<file path="src/rtl/seg_mux_driver.sv">
// seg_mux_driver
//
// Time-multiplexed driver for an N-digit seven-segment display with per-digit
// hex decode. Each digit slot is a blanking interval (all digits off) followed
// by a dwell interval in which one digit is powered. New values are written
// into a shadow copy and only become active at the frame wrap, so a frame is
// never drawn with a mix of old and new values.
//
// Parameters:
//   NDIGITS  number of digits driven (>= 1)
//   DWELL    cycles each digit is powered per slot (>= 1)
//   BLANK    dead-time cycles before each dwell, all digits off (>= 1)
//
// Ports:
//   clk         system clock, rising edge
//   reset       asynchronous reset, active low
//   load        one-cycle strobe capturing digits_in/en_in into the shadow
//   digits_in   hex value per digit, digit k at [4k+3:4k]
//   en_in       per-digit enable, 0 keeps that digit dark
//   power       digit power, active high, one-hot or zero
//   segs        segments {a,b,c,d,e,f,g}, active low
//   pending     shadow holds a load not yet committed
//   frame_tick  one-cycle pulse after each frame wrap

module seg_mux_driver #(
  parameter int NDIGITS = 2,
  parameter int DWELL   = 65536,
  parameter int BLANK   = 256
) (
  input  logic                 clk,
  input  logic                 reset,
  input  logic                 load,
  input  logic [4*NDIGITS-1:0] digits_in,
  input  logic [NDIGITS-1:0]   en_in,
  output logic [NDIGITS-1:0]   power,
  output logic [6:0]           segs,
  output logic                 pending,
  output logic                 frame_tick
);

  localparam int MAXC = (DWELL > BLANK) ? DWELL : BLANK;
  localparam int TW   = (MAXC > 1) ? $clog2(MAXC) : 1;
  localparam int IW   = (NDIGITS > 1) ? $clog2(NDIGITS) : 1;

  localparam logic [TW-1:0] DWELL_LAST = TW'(DWELL - 1);
  localparam logic [TW-1:0] BLANK_LAST = TW'(BLANK - 1);
  localparam logic [IW-1:0] IDX_LAST   = IW'(NDIGITS - 1);

  typedef enum logic {
    ST_BLANK = 1'b0,
    ST_SHOW  = 1'b1
  } state_t;

  state_t                  state_q, state_d;
  logic [TW-1:0]           timer_q, timer_d;
  logic [IW-1:0]           idx_q, idx_d;
  logic                    wrap_q, wrap_d;

  logic [NDIGITS-1:0][3:0] active_dig_q, active_dig_d;
  logic [NDIGITS-1:0]      active_en_q, active_en_d;
  logic [NDIGITS-1:0][3:0] shadow_dig_q, shadow_dig_d;
  logic [NDIGITS-1:0]      shadow_en_q, shadow_en_d;
  logic                    pending_q, pending_d;

  logic [NDIGITS-1:0]      power_q, power_d;
  logic [6:0]              segs_q, segs_d;
  logic                    frame_tick_q, frame_tick_d;

  function automatic logic [6:0] hex_to_segs(input logic [3:0] v);
    hex_to_segs = 7'h7F;
    case (v)
      4'h0: hex_to_segs = 7'b0000001;
      4'h1: hex_to_segs = 7'b1001111;
      4'h2: hex_to_segs = 7'b0010010;
      4'h3: hex_to_segs = 7'b0000110;
      4'h4: hex_to_segs = 7'b1001100;
      4'h5: hex_to_segs = 7'b0100100;
      4'h6: hex_to_segs = 7'b0100000;
      4'h7: hex_to_segs = 7'b0001111;
      4'h8: hex_to_segs = 7'b0000000;
      4'h9: hex_to_segs = 7'b0000100;
      4'hA: hex_to_segs = 7'b0001000;
      4'hB: hex_to_segs = 7'b1100000;
      4'hC: hex_to_segs = 7'b0110001;
      4'hD: hex_to_segs = 7'b1000010;
      4'hE: hex_to_segs = 7'b0110000;
      4'hF: hex_to_segs = 7'b0111000;
      default: hex_to_segs = 7'h7F;
    endcase
  endfunction

  // The sequencer runs one cycle ahead of the pins: outputs are a registered
  // copy of what the current state implies. This makes the reset state count
  // as a blank cycle-zero so the first edge after release starts the BLANK
  // interval seen on the pins. wrap_d flags the state-side end of the last
  // digit's SHOW; the commit happens one edge later, in step with the pins.
  always_comb begin
    state_d = state_q;
    timer_d = timer_q + TW'(1);
    idx_d   = idx_q;
    wrap_d  = 1'b0;
    case (state_q)
      ST_BLANK: begin
        if (timer_q == BLANK_LAST) begin
          state_d = ST_SHOW;
          timer_d = '0;
        end
      end
      ST_SHOW: begin
        if (timer_q == DWELL_LAST) begin
          state_d = ST_BLANK;
          timer_d = '0;
          if (idx_q == IDX_LAST) begin
            idx_d  = '0;
            wrap_d = 1'b1;
          end else begin
            idx_d = idx_q + IW'(1);
          end
        end
      end
      default: begin
        state_d = ST_BLANK;
        timer_d = '0;
      end
    endcase
  end

  // Pin values implied by the current state; a masked digit keeps its slot
  // timing but stays dark.
  always_comb begin
    power_d = '0;
    segs_d  = 7'h7F;
    if (state_q == ST_SHOW && active_en_q[idx_q]) begin
      power_d[idx_q] = 1'b1;
      segs_d         = hex_to_segs(active_dig_q[idx_q]);
    end
  end

  // Shadow/active handling. The commit reads the shadow before this cycle's
  // load lands in it, so a load coinciding with the wrap stays pending for
  // the following frame.
  always_comb begin
    active_dig_d = active_dig_q;
    active_en_d  = active_en_q;
    shadow_dig_d = shadow_dig_q;
    shadow_en_d  = shadow_en_q;
    pending_d    = pending_q;
    frame_tick_d = wrap_q;
    if (wrap_q && pending_q) begin
      active_dig_d = shadow_dig_q;
      active_en_d  = shadow_en_q;
      pending_d    = 1'b0;
    end
    if (load) begin
      shadow_dig_d = digits_in;
      shadow_en_d  = en_in;
      pending_d    = 1'b1;
    end
  end

  always_ff @(posedge clk or negedge reset) begin
    if (!reset) begin
      state_q      <= ST_BLANK;
      timer_q      <= '0;
      idx_q        <= '0;
      wrap_q       <= 1'b0;
      active_dig_q <= '0;
      active_en_q  <= '1;
      shadow_dig_q <= '0;
      shadow_en_q  <= '1;
      pending_q    <= 1'b0;
      power_q      <= '0;
      segs_q       <= 7'h7F;
      frame_tick_q <= 1'b0;
    end else begin
      state_q      <= state_d;
      timer_q      <= timer_d;
      idx_q        <= idx_d;
      wrap_q       <= wrap_d;
      active_dig_q <= active_dig_d;
      active_en_q  <= active_en_d;
      shadow_dig_q <= shadow_dig_d;
      shadow_en_q  <= shadow_en_d;
      pending_q    <= pending_d;
      power_q      <= power_d;
      segs_q       <= segs_d;
      frame_tick_q <= frame_tick_d;
    end
  end

  assign power      = power_q;
  assign segs       = segs_q;
  assign pending    = pending_q;
  assign frame_tick = frame_tick_q;

endmodule
</file>
<file path="config.mk">
export PLATFORM = sky130hd
export DESIGN_NAME = seg_mux_driver
export DESIGN_NICKNAME = d
export VERILOG_FILES = /design/src/rtl/seg_mux_driver.sv
export SDC_FILE = /design/constraint.sdc
export NUM_CORES = 1
export LEC_CHECK = 0
export BUFFER_PORTS_ARGS = -buffer_cell sky130_fd_sc_hd__buf_4
export CORE_MARGIN = 2
export CORE_UTILIZATION = 50
export DETAILED_ROUTE_END_ITERATION = 7
export GPL_TIMING_DRIVEN = 0
export HOLD_SLACK_MARGIN = 0.15
export PLACE_DENSITY = 0.69
export RECOVER_POWER = 25
export SLEW_MARGIN = 20
export SYNTH_ARGS = -nofsm -noshare
export SYNTH_HDL_FRONTEND = slang
export SYNTH_SLANG_ARGS = --single-unit
</file>
<file path="constraint.sdc">
create_clock -name clk -period 2.8 [get_ports clk]
set_input_delay 0.42 -clock clk [delete_from_list [all_inputs] [get_ports clk]]
set_output_delay 0.42 -clock clk [all_outputs]
set_load 0.01 [all_outputs]
</file>
# Word level (Yosys, flattened, before mapping)
# Memories as Yosys holds them, arrays and structs flattened.
# Cells that the tools add are included.
[totals]
reg_bits = 50
elab_cells = 47
rom_bits = 112
output_inout_bits = 11
mem_count = 1
input_bits = 13
[classes]
reduce_logical = 5
addsub = 2
muxes = 20
n_bitwise = 1
order_cmp = 2
eq_ne = 2
[memory_table]
columns = ["name", "depth", "word_bits", "rd", "rd_clocked_by_memory_dff", "write_ports", "line", "source"]
rows = [
  ["(name not given)", 16, 7, 1, 0, 0, "71", "case (v)"],
]
[op_table]
columns = ["operator", "n"]
rows = [
  ["2-to-1 mux 16 bit", 2],
  ["case mux 16 bit (2 select lines)", 1],
  ["adder 16 x 1 -> 16 bit (second input constant)", 1],
  ["equality test 16 bit (second input constant)", 1],
  ["equality test 16 x 8 -> 1 bit (second input constant)", 1],
  ["2-to-1 mux 1 bit", 11],
  ["2-to-1 mux 4 bit", 2],
  ["2-to-1 mux 7 bit", 1],
  ["logical AND 1 bit", 3],
  ["< comparator 1 x 2 -> 1 bit (second input constant)", 1],
  ["2-to-1 mux 2 bit", 1],
  ["case mux 1 bit (2 select lines)", 1],
  ["AND reduction 2 bit", 1],
  ["nonzero test 2 bit", 1],
  ["adder 1 bit (second input constant)", 1],
  ["demux 1 bit (select 1 bit)", 1],
  [">= comparator 1 bit (second input constant)", 1],
  ["NOT 1 bit", 1],
]

# Logic depth before layout (Yosys ltp)
# Gate-level depths: netlist of run 1.
[logic_depth]
depth_word = 5
ltp_mapped = 7
depth_no_buf = 6

# Least setup slack after synthesis of run 1
# OpenSTA, ideal clock, no wires.
[synth_path]
path_kind = "reg-to-reg"
startpoint = "reg idx_q"
endpoint = "reg segs_q[3] (netlist: segs[3])"
synth_period_minus_slack_ns = 1.620
t_required_ns = 2.701
path_stages_with_launch = 7
path_slack_ns = 1.180
path_buffers = 1
setup_time_ns = 0.099
arrival_ns = 1.521
path_cell_list = "dfrtp_1 -> buf_4 -> mux2_2 -> ha_1 -> and2_1 -> a211oi_1 -> o21ai_0"
[synth_via]
elab_chain_cells = 4
word_cells_on_any_way = 7
cone_classes = "5 x mux; 1 x reduce/logical; 1 x memory"
[synth_lines]
columns = ["element", "line", "source"]
rows = [
  ["start, declared", "56", "logic [IW-1:0] idx_q, idx_d;"],
  ["start signal, assigned", "178", "idx_q <= idx_d;"],
  ["2-to-1 mux 4 bit (not written as such) / 2-to-1 mux 1 bit (equally long branches) (2 in a row)", "135, 133", ""],
  ["memory (16 x 7 bit) / logical AND 1 bit (equally long branches)", "-", ""],
  ["2-to-1 mux 7 bit *", "133", "if (state_q == ST_SHOW && active_en_q[idx_q]) begin"],
  ["net segs_d[3]", "66", "logic [6:0] segs_q, segs_d;"],
  ["end signal, assigned", "186", "segs_q <= segs_d;"],
  ["end, declared", "66", ""],
]
# The timed path passes the listed nets; every way through them passes the cells marked *. The select of a mux whose other input is x is not followed.
# A chain may end at the register's enable or synchronous reset.

# Worst setup path after layout of run 1
[layout_path]
startpoint = "reg idx_q"
endpoint = "reg segs_q[2] (netlist: segs[2])"
# The elaborated chain is that of the path after synthesis.

==> impl_metrics.json, run 1 <==
{
  "seq_area_frac_synth": 0.561,
  "firstDrtPassIters": 4,
  "rrSetupSlack_ns": 0.69,
  "routed_via_density": 5.57,
  "placementRows": 24,
  "clock_path_buffers": 2,
  "synthTopCellsByArea": "dfrtp_1, dfstp_2, mux2_2",
  "setup_slack_ns": 0.690,
  "path_max_fanout": 10,
  "layout.nets": 234,
  "switching_share": 0.216,
  "worst_slew_pin_slew_ns": 1.15,
  "grt_max_degree": 51,
  "synth-main-ff-cell": "dfrtp_1",
  "die_w_um": 71.2,
  "startpoint_type": "register",
  "fp.coreArea_um2": 4350,
  "ys_types": 36,
  "clock_skew_ns": 0.00744,
  "run_status": "finished clean",
  "comb_power_share": 0.037,
  "netlist.area_leader.share": 0.433,
  "cp.arrival_ns": 2.33,
  "worstPathRequired_ns": 3.02,
  "antenna_cells": 0,
  "synth.most_common_cell": "dfrtp_1",
  "seqPwrFrac": 0.608,
  "drv_slew": 0,
  "worst_ir_drop_vdd_mv": 0.246,
  "rsz0062_at_grt": "false",
  "io-pin-count": 24,
  "cts_tree": "yes",
  "synthTopCellsByCount": "dfrtp_1, mux2_2, nand2_1, nand3_1, nor2_1",
  "synth-edff-count": 0,
  "drive_gt1_frac": 0.335,
  "cap_violations": 0,
  "dp_slack_ns": 0.990,
  "drc": 0,
  "grt_pass1_wl_um": 6780,
  "syn_avg_cell_area_um2": 12.3,
  "syn2layout_area_growth_pct": 14.9,
  "grt_antenna_before_repair": 0,
  "cts_resized": 0,
  "async_reset_ff_frac": 1.00,
  "setup_viol": 0,
  "cts_sinks": 50,
  "setup_tns_ns": 0,
  "syn-cell-area_um2": 2250,
  "hold_viol_final": 0,
  "hpwl_um": 2740,
  "track_usage": 0.171,
  "post-cts-setup-buffers": 0,
  "antenna_left": 0,
  "initial_core_util": 0.518,
  "root_buffer": "clkbuf_8",
  "hold_buffers": 1,
  "cts.clk_slew.worst_paths_ns": 0.09,
  "vias": 1487,
  "min_period_ns": 2.11,
  "cts_max_level": 2,
  "criticalPathCategory": "reg -> reg",
  "p_int_mw": 0.962,
  "grt_overflow": 0,
  "post-route-period-util": 0.754,
  "die-area_um2": 5060,
  "cts-buffers-inserted": 5,
  "ys_ff_latch": 50,
  "fp.dieH_um": 71.2,
  "synth_warnings": 0,
  "portBuffers": 23,
  "clkLatencyLatePin_ns": 0.30,
  "slew_headroom": 0.230,
  "postSynthCellCount": 183,
  "syn_nets": 203,
  "p_leak_nw": 1.15,
  "p_clk_frac": 0.355,
  "drt-wirelength-per-cell_um": 14.3,
  "place_congestion": 0.802,
  "powerDensity_nw_per_um2": 473,
  "end_kind": "register",
  "p_sw_mw": 0.265,
  "holdCritPathClass": "in -> reg",
  "grt_pass1_vias": 1436,
  "drt-initial-drc-count": 63,
  "max_freq_ghz": 0.474,
  "drt_wl_total_um": 3820,
  "yosysTopAreaCell": "dfrtp_1"
}
worst max-delay path, stage by stage, from the launching register on:
cell and delay (ns):
dfrtp_1 0.36, clkbuf_1 0.43, mux2_2 0.47, inv_1 0.12, ha_1 0.21, and2_1 0.17
a21oi_1 0.05, o221ai_1 0.20
kinds of logic after synthesis:
group,Yosys count,share of synthesized area
AOI/OAI and AO/OA,22,0.0638
muxes,27,0.133
DFF,50,0.561
adders and majority gates,7,0.0388
and+or+nand+nor,58,0.143
buffers and inverters,7,0.0139
xor gates and xnor gates,12,0.0466
placed cells by master (no fill, tap or decap), drive strengths merged, types with 5 or more instances in the layout:
| cell | instances |
|---|---|
| nand2 | 12 |
| dfstp | 11 |
| xor2 | 8 |
| nor2 | 12 |
| clkbuf | 10 |
| dfrtp | 39 |
| mux2 | 24 |
| ha | 7 |
| buf | 22 |
| nand3 | 13 |
| and4 | 5 |
| a21oi | 7 |
flip-flops by register name, indices dropped and copies added, names as in the netlist:
register	cells
timer_q	16
active_dig_q	8
shadow_dig_q	8
segs	7
active_en_q	2
power	2
shadow_en_q	2
frame_tick	1
frame_tick_d	1
idx_q	1
pending	1
state_q	1
metrics by stage:
step / utilization / hold slack (ns) / total power, mW / area (µm²) / instances
finish: 0.595 / 0.347 / 1.23 / 2590 / 267
global route: 0.595 / 0.331 / 1.28 / 2590 / 267
detailed placement: 0.572 / 0.392 / 0.806 / 2490 / 258
floorplan: - / 0.124 / 0.775 / 2250 / 183
global placement: 0.572 / 0.388 / 0.803 / 2490 / 258
CTS: 0.597 / 0.339 / 1.24 / 2600 / 267
worst paths after layout:
path / from / endpoint / depth (start not counted)
max in group asynchronous: reset / shadow_dig_q[3] / 2
max reg2reg: idx_q / segs[2] / 7
min reg2reg: frame_tick_d / frame_tick / 0
max: idx_q / segs[2] / 7
min in group asynchronous: reset / timer_q[13] / 2
min: digits_in[1] / shadow_dig_q[1] / 2
final cells by class:
type / instances / area (µm²)
fillers: 345 / 1760
flip-flops and latches: 50 / 1260
multi-input cells: 126 / 958
repair buffers: 24 / 180
clock buffers: 6 / 82.6
well taps: 52 / 65.1
inverters: 4 / 15.0
clock inverters: 2 / 12.5
plain buffers: 3 / 12.5
power groups by stage:
| stage | registers [mW] | logic, mW | clock network [mW] |
|---|---|---|---|
| 6_report | 0.746 | 0.0451 | 0.436 |
| 5_1_grt | 0.748 | 0.0507 | 0.479 |
| 4_1_cts | 0.746 | 0.0476 | 0.442 |
| 3_5_place_dp | 0.760 | 0.0463 | 0 |
| 3_3_place_gp | 0.759 | 0.0438 | 0 |
| 2_1_floorplan | 0.757 | 0.0175 | 0 |
per-layer routing:
layer  track usage  share of wire  vias to the layer above
met5             0              0                        -
met4        0.0860          0.020                        0
met3        0.0356          0.044                        7
met2         0.266           0.47                       38
met1         0.228           0.46                      727
li1              -              -                      715
(Power assumes the default switching activity.)
==> run 2, diff against run 1 <==
==> constraint.sdc (replaced) <==
create_clock -name clk -period 2.1 [get_ports clk]
set_input_delay 0.315 -clock clk [delete_from_list [all_inputs] [get_ports clk]]
set_output_delay 0.315 -clock clk [all_outputs]
set_load 0.01 [all_outputs]
==> run 2 against run 1 <==
Compared with the run above: clock-buffer cell count did not move; clock power increased by 33%; global-route usage did not move; sequential share of layout area fell by 0.071 points; routed wire length barely moved; die area unchanged; critical endpoint unchanged.
==> impl_metrics.json, run 2 (synthesis results as in run 1) <==
{
  "run_status": "finished clean",
  "cts-buffers-inserted": 5,
  "place_congestion": 0.802,
  "clock_path_buffers": 2,
  "regMostFlops": "timer_q",
  "timing.rr.start": "idx_q",
  "r2r_cells": 7,
  "track_usage": 0.171,
  "die_w_um": 71.2,
  "hp-start": "digits_in[1]",
  "dp_slack_ns": 0.290,
  "clock_skew_ns": 0.00745,
  "multi_input_area_um2": 958,
  "final_cell_mix": "dfrtp_1, mux2_2, buf_4",
  "largestRegisters": "timer_q: 16 flops, active_dig_q: 8 flops, shadow_dig_q: 8 flops",
  "max_freq_ghz": 0.548,
  "fp.dieH_um": 71.2,
  "cts_resized": 0,
  "cap_violations": 0,
  "portBuffers": 23,
  "stdcell_count": 267,
  "die-area_um2": 5060,
  "grt_overflow": 0,
  "syn2layout_area_growth_pct": 15.1,
  "worstPathBufferInverterCount": 2,
  "placementRows": 24,
  "setup_viol": 0,
  "drt-initial-drc-count": 63,
  "antenna_cells": 0,
  "setup_slack_ns": 0.274,
  "vias": 1492,
  "grt_pass1_vias": 1436,
  "layout_commonest_cell": "dfrtp_1",
  "placed_cells": 258,
  "grt_max_degree": 51,
  "drt_wl_total_um": 3820,
  "hold-worst-slack_ns": 0.242,
  "cts_tree": "yes",
  "cp.arrival_ns": 2.04,
  "powerDensity_nw_per_um2": 630,
  "hold_end": "shadow_dig_q[1]",
  "clkLatencyLatePin_ns": 0.30,
  "hold_buffers": 1,
  "worstPathRequired_ns": 2.32,
  "worst_ir_drop_vdd_mv": 0.328,
  "crit_start": "idx_q",
  "grt_pass1_wl_um": 6780,
  "rsz0062_at_grt": "false",
  "holdCritPathClass": "in -> reg",
  "post-route-util": 0.596,
  "drc": 0,
  "dpl_cell_area_um2": 2490,
  "post-route-period-util": 0.870,
  "cts.clk_slew.worst_paths_ns": 0.09,
  "largest_register_ff_count": 16,
  "fp.coreArea_um2": 4350,
  "fill_cells": 343,
  "worst_slew_pin_slew_ns": 1.15,
  "path_max_fanout": 10,
  "crit_chain": "buf_4 > mux2_2 > inv_1 > ha_1 > and2_1 > a21oi_1 > o221ai_1",
  "max_stage_delay_ns": 0.42,
  "final_cell_area_um2": 2590,
  "hold_viol_final": 0,
  "setup_tns_ns": 0,
  "grt_antenna_before_repair": 0,
  "cts_sinks": 50,
  "rrSetupSlack_ns": 0.27,
  "drt-wirelength-per-cell_um": 14.3,
  "hpwl_um": 2740,
  "root_buffer": "clkbuf_8",
  "slew_headroom": 0.230,
  "initial_core_util": 0.518,
  "startpoint_type": "register",
  "min_path_cells": 2,
  "critPathTopFamily": "multiplexers",
  "layout.nets": 234,
  "post-cts-setup-buffers": 0,
  "cts_max_level": 2,
  "end_kind": "register",
  "firstDrtPassIters": 4,
  "drv_slew": 0,
  "antenna_left": 0,
  "criticalPathCategory": "reg -> reg",
  "seqCellArea_um2": 1260,
  "min_period_ns": 1.83,
  "routed_via_density": 5.59,
  "drive_gt1_frac": 0.340,
  "timing.rr.end": "segs[2]",
  "crit_slowest_cell": "mux2_2",
  "io-pin-count": 24,
  "p_leak_nw": 1.15,
  "p_total_mw": 1.64
}
## run 2: cell types whose count changed in the layout (fill, tap and decap cells not counted)
cell and change:
buf_4 +1, clkbuf_1 -1
## run 2: worst register-to-register path, stage by stage (launching register included)
cell	delay, ns
dfrtp_1	0.37
buf_4	0.19
mux2_2	0.42
inv_1	0.12
ha_1	0.21
and2_1	0.17
a21oi_1	0.05
o221ai_1	0.20
## run 2: report_power, final
| group | leakage [nW] | switching [mW] | internal, mW |
|---|---|---|---|
| registers | 0.622 | 0.00941 | 0.985 |
| logic | 0.481 | 0.0282 | 0.0320 |
| clock network | 0.0472 | 0.316 | 0.265 |
## run 2: worst max-delay path by stage
| stage | end | slack, ns | cells after the start |
|---|---|---|---|
| floorplan | segs[3] | 0.48 | 6 |
| global placement | segs[3] | 0.33 | 7 |
| detailed placement | segs[3] | 0.29 | 7 |
| CTS | segs[3] | 0.26 | 7 |
| global route | segs[3] | 0.12 | 7 |
| finish | segs[2] | 0.27 | 7 |
## run 2: area by class of cell
| type | instances | area share |
|---|---|---|
| Sequential cell | 50 | 0.487 |
| Multi-Input combinational cell | 126 | 0.369 |
| Timing Repair Buffer | 24 | 0.0694 |
| Clock buffer | 6 | 0.0318 |
| Tap cell | 52 | 0.0251 |
| Buffer | 3 | 0.00627 |
| Inverter | 4 | 0.00579 |
| Clock inverter | 2 | 0.00482 |
## run 2: metal layers
metal	vias up	wire length, µm	global-route usage
met1	727	1750	0.228
li1	715	-	-
met4	0	78	0.0860
met2	43	1800	0.266
met5	-	0	0
met3	7	189	0.0356
